**src/rtl/optical_conv_sequencer.sv**
```systemverilog
// ============================================================================
// Module   : optical_conv_sequencer
// Purpose  : Runs one DAC -> optical core -> ADC conversion for each accepted
//            AXI-Stream sample. The DAC code comes from the low bits of
//            s_axis_tdata. After the optical path settles, the block pulses
//            the ADC trigger, waits for the ADC latency and then returns the
//            captured code on the master stream. Only one sample is in flight
//            at a time, and upstream is back-pressured until the result has
//            been handed off.
// Revision : 1.0 - initial release
//
// Ports
//   clk               in   1           system clock
//   rst_n             in   1           asynchronous reset, active low
//   s_axis_tdata      in   DATA_WIDTH  input sample (only [DAC_WIDTH-1:0] used)
//   s_axis_tvalid     in   1           input valid
//   s_axis_tready     out  1           high only while idle and out of reset
//   s_axis_tlast      in   1           end of frame, latched with the sample
//   m_axis_tdata      out  DATA_WIDTH  zero-extended ADC code
//   m_axis_tvalid     out  1           result valid
//   m_axis_tready     in   1           downstream ready
//   m_axis_tlast      out  1           tlast of the sample that produced result
//   dac_out_parallel  out  DAC_WIDTH   registered DAC code (holds last value)
//   dac_valid         out  1           one-cycle DAC load strobe
//   adc_in_parallel   in   ADC_WIDTH   ADC parallel data
//   adc_clk_trigger   out  1           ADC conversion trigger
//   busy              out  1           high whenever a conversion is running
//   sample_count      out  16          completed result handshakes (wrapping)
// ============================================================================
`default_nettype none

module optical_conv_sequencer #(
  parameter int DATA_WIDTH     = 32,
  parameter int DAC_WIDTH      = 12,
  parameter int ADC_WIDTH      = 12,
  parameter int SETTLE_CYCLES  = 16,
  parameter int TRIG_CYCLES    = 2,
  parameter int ADC_LAT_CYCLES = 8
) (
  input  logic                  clk,
  input  logic                  rst_n,
  input  logic [DATA_WIDTH-1:0] s_axis_tdata,
  input  logic                  s_axis_tvalid,
  output logic                  s_axis_tready,
  input  logic                  s_axis_tlast,
  output logic [DATA_WIDTH-1:0] m_axis_tdata,
  output logic                  m_axis_tvalid,
  input  logic                  m_axis_tready,
  output logic                  m_axis_tlast,
  output logic [DAC_WIDTH-1:0]  dac_out_parallel,
  output logic                  dac_valid,
  input  logic [ADC_WIDTH-1:0]  adc_in_parallel,
  output logic                  adc_clk_trigger,
  output logic                  busy,
  output logic [15:0]           sample_count
);

  // A single down-counter times every state. It must be wide enough for
  // the longest phase.
  localparam int MAX_A      = (SETTLE_CYCLES > TRIG_CYCLES) ? SETTLE_CYCLES : TRIG_CYCLES;
  localparam int MAX_CYCLES = (MAX_A > ADC_LAT_CYCLES) ? MAX_A : ADC_LAT_CYCLES;
  localparam int CNT_WIDTH  = $clog2(MAX_CYCLES + 1);

  // Each timed state is entered with N-1 and exits on the edge where the
  // counter reads zero. That gives exactly N cycles in the state.
  localparam logic [CNT_WIDTH-1:0] SETTLE_LOAD = CNT_WIDTH'(SETTLE_CYCLES - 1);
  localparam logic [CNT_WIDTH-1:0] TRIG_LOAD   = CNT_WIDTH'(TRIG_CYCLES - 1);
  localparam logic [CNT_WIDTH-1:0] ADC_LOAD    = CNT_WIDTH'(ADC_LAT_CYCLES - 1);
  localparam logic [CNT_WIDTH-1:0] CNT_ONE     = CNT_WIDTH'(1);

  typedef enum logic [2:0] {
    IDLE     = 3'd0,
    SETTLE   = 3'd1,
    TRIG     = 3'd2,
    WAIT_ADC = 3'd3,
    OUT      = 3'd4
  } state_t;

  state_t                 state_q;
  state_t                 state_d;
  logic [CNT_WIDTH-1:0]   cnt_q;
  logic [CNT_WIDTH-1:0]   cnt_d;
  logic                   accept;
  logic                   capture;
  logic                   handshake;

  logic [DAC_WIDTH-1:0]   dac_q;
  logic                   dac_valid_q;
  logic                   tlast_q;
  logic [ADC_WIDTH-1:0]   adc_q;
  logic [15:0]            count_q;

  // Only the DAC field of the input word is consumed. The rest is folded
  // into this sink so that the unused upper bits are intentional.
  logic                   unused_tdata_bits;
  assign unused_tdata_bits = ^s_axis_tdata;

  // --------------------------------------------------------------------------
  // State register
  // --------------------------------------------------------------------------
  always_ff @(posedge clk or negedge rst_n) begin
    if (!rst_n) begin
      state_q <= IDLE;
      cnt_q   <= '0;
    end else begin
      state_q <= state_d;
      cnt_q   <= cnt_d;
    end
  end

  // --------------------------------------------------------------------------
  // Next-state, counter reload and state-decoded outputs
  // --------------------------------------------------------------------------
  always_comb begin
    state_d         = state_q;
    cnt_d           = cnt_q;
    accept          = 1'b0;
    capture         = 1'b0;
    handshake       = 1'b0;
    s_axis_tready   = 1'b0;
    adc_clk_trigger = 1'b0;
    m_axis_tvalid   = 1'b0;
    busy            = 1'b1;

    case (state_q)
      IDLE: begin
        busy = 1'b0;
        // The reset state is IDLE, so ready is also gated by rst_n. This
        // keeps ready low while reset is asserted and lets it rise as soon
        // as reset is released.
        s_axis_tready = rst_n;
        if (s_axis_tvalid && rst_n) begin
          accept  = 1'b1;
          state_d = SETTLE;
          cnt_d   = SETTLE_LOAD;
        end
      end

      SETTLE: begin
        if (cnt_q == '0) begin
          state_d = TRIG;
          cnt_d   = TRIG_LOAD;
        end else begin
          cnt_d = cnt_q - CNT_ONE;
        end
      end

      TRIG: begin
        adc_clk_trigger = 1'b1;
        if (cnt_q == '0) begin
          state_d = WAIT_ADC;
          cnt_d   = ADC_LOAD;
        end else begin
          cnt_d = cnt_q - CNT_ONE;
        end
      end

      WAIT_ADC: begin
        if (cnt_q == '0) begin
          capture = 1'b1;
          state_d = OUT;
          cnt_d   = '0;
        end else begin
          cnt_d = cnt_q - CNT_ONE;
        end
      end

      OUT: begin
        m_axis_tvalid = 1'b1;
        if (m_axis_tready) begin
          handshake = 1'b1;
          state_d   = IDLE;
          cnt_d     = '0;
        end
      end

      default: begin
        state_d = IDLE;
        cnt_d   = '0;
      end
    endcase
  end

  // --------------------------------------------------------------------------
  // Datapath: sample latches, ADC capture and completion counter
  // --------------------------------------------------------------------------
  always_ff @(posedge clk or negedge rst_n) begin
    if (!rst_n) begin
      dac_q       <= '0;
      dac_valid_q <= 1'b0;
      tlast_q     <= 1'b0;
      adc_q       <= '0;
      count_q     <= '0;
    end else begin
      // The strobe lasts for the single cycle after acceptance. dac_q then
      // keeps the code so that the optical core stays biased between samples.
      dac_valid_q <= accept;
      if (accept) begin
        dac_q   <= s_axis_tdata[DAC_WIDTH-1:0];
        tlast_q <= s_axis_tlast;
      end
      if (capture) begin
        adc_q <= adc_in_parallel;
      end
      if (handshake) begin
        count_q <= count_q + 16'd1;
      end
    end
  end

  assign dac_out_parallel = dac_q;
  assign dac_valid        = dac_valid_q;
  assign m_axis_tdata     = DATA_WIDTH'(adc_q);
  assign m_axis_tlast     = tlast_q;
  assign sample_count     = count_q;

endmodule

`default_nettype wire
```
**config.mk**
```make
export PLATFORM = sky130hd
export DESIGN_NAME = optical_conv_sequencer
export DESIGN_NICKNAME = d
export VERILOG_FILES = /design/src/rtl/optical_conv_sequencer.sv
export SDC_FILE = /design/constraint.sdc
export NUM_CORES = 1
export LEC_CHECK = 0
export CAP_MARGIN = 15
export CORE_AREA = 2 2 80 82
export DETAILED_ROUTE_END_ITERATION = 10
export DIE_AREA = 0 0 82 84
export GPL_TIMING_DRIVEN = 0
export PLACE_DENSITY = 0.79
export SYNTH_ARGS = -nofsm -noshare
export SYNTH_HDL_FRONTEND = slang
export SYNTH_SLANG_ARGS = --single-unit
```
**constraint.sdc**
```tcl
create_clock -name clk -period 2.38 [get_ports clk]
set_input_delay 0.357 -clock clk [delete_from_list [all_inputs] [get_ports clk]]
set_output_delay 0.357 -clock clk [all_outputs]
set_load 0.01 [all_outputs]
```
== After elaboration in Yosys (flattened, before gate mapping) ==
Cells that the tools add are included.

* Bits in registers: 50
* Output and inout bits: 66
* Word-level logic and storage cells: 45

* Add/sub/neg operators: 2
* Equal/unequal tests: 9
* Muxes and demuxes: 22
* Reductions and logical operators: 5

{| class="wikitable"
|+ Operators by type and width
! kind !! number
|-
| $mux W5 || 5
|-
| $pmux W5 S5 || 1
|-
| $add A16 B1 Y16 const B || 1
|-
| $mux W3 || 5
|-
| $pmux W3 S5 || 1
|-
| $mux W1 || 10
|-
| $ne A2 B2 Y1 const B || 5
|-
| $eq A3 B2 Y1 const B || 2
|-
| $logic_not A5 Y1 || 1
|-
| $reduce_and A5 Y1 || 1
|-
| $sub A5 B1 Y5 const B || 1
|-
| $eq A3 B1 Y1 const B || 1
|-
| $eq A3 B3 Y1 const B || 1
|-
| $logic_not A3 Y1 || 1
|-
| $reduce_and A2 Y1 || 1
|-
| $logic_and A1 B1 Y1 || 1
|}

== Depth between registers and ports, before layout ==
Gate-level depths: netlist (run 1).

* Depth after elaboration: 3
* Gate-level depth with buffers: 7

== Least setup slack after synthesis (run 1) ==
OpenSTA, ideal clock, no wires.

* Path type: register to register
* Start: reg cnt_q[0]
* End: reg adc_q[10]
* Library setup time: 125 ps
* Arrival: 1,597 ps
* Setup slack: 658 ps
* Stages on the path, launching flop included: 8
* Clock period less this slack: 1,722 ps
* Cells stage by stage: dfrtp_1 inv_1 ha_1 nor4b_4 and2_4 nand3b_4 buf_6 mux2_4

* Cells in the longest elaborated chain, start to end: 3

{| class="wikitable"
|+ RTL lines
! what !! RTL line !! source
|-
| start: declaration || 81 || <nowiki>logic [CNT_WIDTH-1:0] cnt_q;</nowiki>
|-
| start signal: assignment || 107 || <nowiki>cnt_q <= cnt_d;</nowiki>
|-
| $logic_not A5 Y1 || 159 || <nowiki>if (cnt_q == '0) begin</nowiki>
|-
| $mux W1 || 159 ||
|-
| $mux W1 || 125 || <nowiki>case (state_q)</nowiki>
|-
| end signal: assignment || 203 || <nowiki>adc_q <= adc_in_parallel;</nowiki>
|-
| end: declaration || 90 || <nowiki>logic [ADC_WIDTH-1:0] adc_q;</nowiki>
|}

No other way between the ends.
A chain may end at the register's enable or synchronous reset.

== Worst setup path after layout (run 1) ==
* Start: reg state_q[1]
* End: out s_axis_tready

* Cells in the longest elaborated chain, start to end: 2

{| class="wikitable"
|+ RTL lines
! what !! RTL line !! source
|-
| start: declaration || 79 || <nowiki>state_t state_q;</nowiki>
|-
| start signal: assignment || 106 || <nowiki>state_q <= state_d;</nowiki>
|-
| $logic_not A3 Y1 || 125 ||
|-
| $mux W1 || 125 ||
|-
| end: declaration || 44 || <nowiki>output logic s_axis_tready,</nowiki>
|}

No other way between the ends.

==> results of run 1 <==
## kinds of logic after synthesis
family,count (synthesis),synth area share
xor+xnor,16,0.0586
fa+ha+maj,2,0.0105
compound gates,15,0.0482
other cells,1,0.00157
mux,26,0.137
buf+inv,34,0.0942
simple gates,48,0.127
flops,50,0.524
## cells in the mapped netlist, drive strengths merged (2+ instances only)
library cell	n
dfrtp	50
buf	26
mux2	26
nand2	14
xnor2	14
nor2	10
inv	7
nand3	6
nand4	3
a21oi	2
a221o	2
ha	2
nor4	2
o21ai	2
o31ai	2
xor2	2
## how the worst max path moves through the flow
stage,startpoint,endpoint,slack [ns],cells after the start
5_1_grt,state_q[2],m_axis_tvalid,0.02,4
6_report,state_q[1],s_axis_tready,0.13,4
2_1_floorplan,cnt_q[0],adc_q[10],0.66,7
4_1_cts,state_q[1],s_axis_tready,0.11,4
3_5_place_dp,rst_n,cnt_q[2],0.34,6
3_3_place_gp,rst_n,cnt_q[2],-1.80,6
## flip-flops by register name, indices dropped and copies added (netlist names)
name              count
cnt_q                 5
m_axis_tlast          1
state_q               3
adc_q                12
dac_valid             1
sample_count         16
dac_out_parallel     12
## per-stage QoR
stage / utilization / setup TNS [ns] / hold WS (ns) / worst slack, ns
after CTS: 0.558 / 0 / 0.00272 / 0.109
after floorplan: - / 0 / 0.0614 / 0.658
after detailed placement: 0.544 / 0 / 0.337 / 0.338
after global routing: 0.558 / 0 / 0.0256 / 0.0229
final: 0.558 / 0 / -0.00272 / 0.133
after global placement: 0.541 / -64.88 / 0.461 / -1.80
## power by group
| part | total, W | leakage (nW) | switching (W) | internal, W |
|---|---|---|---|---|
| combinational | 0.00148 | 0.903 | 0.000555 | 0.000921 |
| clock | 0.000497 | 0.0483 | 0.000290 | 0.000208 |
| sequential | 0.00133 | 0.632 | 0.000198 | 0.00114 |
## cells in the final DEF, fill, tap and decap left out, types with 3 or more instances in the layout
cell             count
dfrtp_1             50
buf_2                4
nor2_1               9
nand3_1              6
xnor2_1             14
buf_4               21
mux2_4               9
clkdlybuf4s50_1     73
nand2_1             14
clkbuf_8             5
conb_1              20
inv_1                7
nand4_1              3
mux2_2              16
## layer usage
layer  global-route usage  vias to the layer above
li1                     -                      817
met1                0.179                      836
met2                0.243                       61
met3               0.0444                        4
met4               0.0409                        0
met5                    0                        -
## cell type report
cell class / count / area, µm²
plain buffers: 27 / 199
clock buffers: 5 / 68.8
clock inverters: 3 / 18.8
fillers: 549 / 2700
inverters: 7 / 26.3
multi-input cells: 127 / 985
flip-flops and latches: 50 / 1250
well taps: 77 / 96.3
repair buffers: 75 / 756
==> qor.csv, run 1 <==
metric,value,unit
end_kind,output pin,
diodes,0,
vdd_drop_max,627,µV
firstDrtPassIters,4,
core.rowCount,29,
synthDistinctLibCells,43,
r2r_end,adc_q[4],
final_nets,344,
postCtsSetupRepairBufs,0,
clk_latency,0.30,ns
synth_cells,192,
wl_met1,2030,µm
wl_met3,351,µm
placed_area,3310,µm²
initial_core_util,0.392,
area_delta_synth_final,42.3,%
max_stage_delay,0.54,ns
r2r_cells,7,
wl_met2,2420,µm
clockBufferDepth,2,
seq_area_frac_synth,0.524,
slowest_stage,clkdlybuf4s50_1,
antenna_found_initial,0,
netlist_top_cells_area,"dfrtp_1 (52%), mux2_2 (7.5%), buf_4 (6.6%), mux2_4 (5.7%), xnor2_1 (5.1%)",
die_area,6890,µm²
arrival,1.89,ns
drc,0,
gr-usage-all-layers,0.145,
hold_slack,-0.00272,ns
cts_root_buf,clkbuf_8,
power_density,973,nW/µm²
drive_gt1_frac,0.228,
startpoint_type,flop,
cpLargestDelayFamily,buffers and inverters,
hold_class,input port to async pin,
finalCritPeriodShare,0.944,
path_class,flop to output pin,
die_w,82,µm
vias,1718,
grt_pass1_vias,1699,
fin_cells,371,
cts_tree,done,
synth_area_leader_cell,dfrtp_1,
top_layer,met4,
place_hpwl,3630,µm
synth_ff_type,dfrtp_1,
status,"finished, violations left",
fmax,445,MHz
postCtsHoldBufs,0,
num_io_pins,115,
cts.sink_count,50,
drtIter0Drc,100,
violations,hold timing,
wl_per_cell,13.0,µm
maxCapViolations,0,
finalSetupViolCount,0,
finalPower,0.00331,W
h-tree-depth,2,
reg2reg_from,cnt_q[0],
grt-ovfl-total,0,
worstPathRequired,2.02,ns
critPathBufInv,2,
leakagePower,1.58,nW
clock_skew,0.0128,ns
path_clk_slew,0.09,ns
synth.ff_latch_count,50,
grt_pass1_wl,7820,µm
drv_slew,0,
crit_chain,buf_4 -> or3_4 -> nor2_1 -> clkdlybuf4s50_1,
cts_buffers,5,
hold_viol,6,
fin_area,3400,µm²
rsz0062_at_grt,no,
ant_nets,0,
crit_fanout,10,
rrSetupSlack,0.45,ns
viasPerCell,4.63,
syn_area_per_cell,12.4,µm²
port-buffer-count,74,
wl,4830,µm
ys_warn_count,0,
syn_area,2390,µm²
yosysTopAreaCellShare,0.524,
fin_crit,2.25,ns
placed_cells,363,
cts_resized,0,
die_y,84,µm
synth_edf_count,0,
synthArstFlopShare,1.00,
core_area,6100,µm²
grt_max_degree,34,
place_congestion,0.753,
No activity file was read; power rests on OpenSTA's default activity.
==> run 2: changes to the inputs <==
- clock period: 2.38 -> 2.1 ns (I/O delays scaled with it)
==> qor.csv, run 2 (same netlist as run 1, synthesis figures left out) <==
metric,value,unit,change
antenna_found_initial,0,,unchanged
grtUsageMet3,0.0444,,unchanged
clock_skew,0.0128,ns,-0.0000676 ns
use_met2,0.245,,+0.00148
grt_pass1_wl,7900,µm,+0.97%
end_kind,output pin,,
worstPathRequired,1.78,ns,-0.24 ns
diodes,0,,unchanged
port-buffer-count,74,,unchanged
cts.sink_count,50,,unchanged
hold_class,input port to async pin,,
largest_reg_flops,16,,unchanged
arrival,1.67,ns,-0.22 ns
fin_crit,1.98,ns,
r2r_end,adc_q[4],,
grt_busiest_layer,met2,,
viasPerCell,4.62,,-0.15%
setup_ws,0.117,ns,-0.0158 ns
cts_root_buf,clkbuf_8,,
h-tree-depth,2,,unchanged
drc,0,,unchanged
vdd_drop_max,715,µV,+14%
power_density,1100,nW/µm²,+13%
finalSetupViolCount,0,,unchanged
fmax,504,MHz,
area_delta_synth_final,43.3,%,
startpoint_type,flop,,
final_common_cell,clkdlybuf4s50_1,,
finalCritPeriodShare,0.944,,
cts_tree,done,,
num_io_pins,115,,unchanged
grt_max_degree,34,,unchanged
slew_headroom,0.481,,
cts_buffers,5,,unchanged
die_w,82,µm,unchanged
firstDrtPassIters,4,,unchanged
die_area,6890,µm²,unchanged
finalSetupTns,0,ns,unchanged
die_y,84,µm,unchanged
final_nets,345,,+0.29%
use_met1,0.181,,+0.00210
pre_cts_slack,0.0995,ns,-0.238 ns
drv_slew,0,,unchanged
initial_core_util,0.392,,unchanged
place_congestion,0.753,,unchanged
clockBufferDepth,2,,unchanged
path_clk_slew,0.10,ns,about the same
grt-ovfl-total,0,,unchanged
clk_latency,0.30,ns,about the same
drtIter0Drc,61,,-39%
final_cell_mix,"clkdlybuf4s50_1 (70), dfrtp_1 (49), buf_4 (21)",,
grt_pass1_vias,1726,,+1.6%
leakagePower,1.61,nW,+2.0%
drive_gt1_frac,0.237,,+0.00940
rsz0062_at_grt,no,,
wl_per_cell,13.3,µm,+2.3%
hold_viol,0,,-6
crit_fanout,10,,unchanged
place_hpwl,3630,µm,unchanged
core.rowCount,29,,unchanged
path_class,flop to output pin,,
vias,1720,,+0.12%
gr-usage-all-layers,0.147,,+0.00156
wl,4960,µm,+2.6%
rrSetupSlack,0.16,ns,-0.29 ns
core_area,6100,µm²,unchanged
r2r_cells,7,,unchanged
reg2reg_from,cnt_q[0],,
status,finished clean,,
ant_nets,0,,unchanged
tightestPinTransition,0.776,ns,
maxCapViolations,0,,unchanged
-- run 2: cell types whose count changed in the layout (fill, tap and decap cells not counted) --
cell | before | now
clkdlybuf4s50_1 | 73 | 70
dlymetal6s2s_1 | 0 | 2
buf_2 | 4 | 5
clkbuf_1 | 1 | 0
dfrtp_1 | 50 | 49
dfrtp_2 | 0 | 1
dlygate4sd2_1 | 0 | 1
dlygate4sd3_1 | 0 | 1
nor2_1 | 9 | 8
nor2_4 | 0 | 1
-- run 2: what timing repair did --
item,4_1_cts,5_1_grt
cloned,0,0
setup endpoints to repair,3,3
hold buffers,1,0
endpoints found under the hold margin,17,0
gates resized for setup,3,5
buffers inserted,0,0
-- run 2: how the worst max path moves through the flow --
stage / end / start / slack (ns)
6_report: m_axis_tvalid / state_q[1] / 0.12
4_1_cts: busy / state_q[1] / 0.006
2_1_floorplan: adc_q[10] / cnt_q[0] / 0.38
3_5_place_dp: cnt_q[2] / rst_n / 0.1
3_3_place_gp: cnt_q[2] / rst_n / -2.04
5_1_grt: m_axis_tvalid / state_q[2] / 0.02
-- run 2: cell type report --
class | count | area, µm²
multi-input combinational | 127 | 992
clock buffer | 5 | 68.8
fill | 550 | 2670
clock inverter | 3 | 18.8
buffer | 27 | 200
tap | 77 | 96.3
sequential | 50 | 1250
timing repair buffer | 76 | 769
inverter | 7 | 26.3
-- run 2: metal layers --
layer / vias up / routed length (µm)
met3: 6 / 344
met1: 839 / 2130
li1: 815 / -
met2: 60 / 2430
met5: - / 0
met4: 0 / 53
-- run 2: stage by stage --
step                      area (µm²)  std cells   util  hold slack [ns]  power, W
final                           3420        372  0.562           0.0133   0.00377
after global routing            3420        372  0.562           0.0210   0.00400
after CTS                       3410        372  0.560           0.0100   0.00379
after detailed placement        3310        363  0.544            0.295   0.00321
after global placement          3300        362  0.541            0.461   0.00315
after floorplan                 2460        211      -           0.0194   0.00242
-- run 2: power by group --
part | switching (W) | leakage (nW) | internal [W]
clock | 0.000332 | 0.0483 | 0.000235
sequential | 0.000231 | 0.631 | 0.00129
combinational | 0.000639 | 0.935 | 0.00105
-- run 2: worst max-delay path, stage by stage (launching register included) --
cell and delay, ns:
dfrtp_1 0.37, buf_4 0.18, nor2_4 0.13, nand2_1 0.10
inv_1 0.06, clkdlybuf4s50_1 0.52
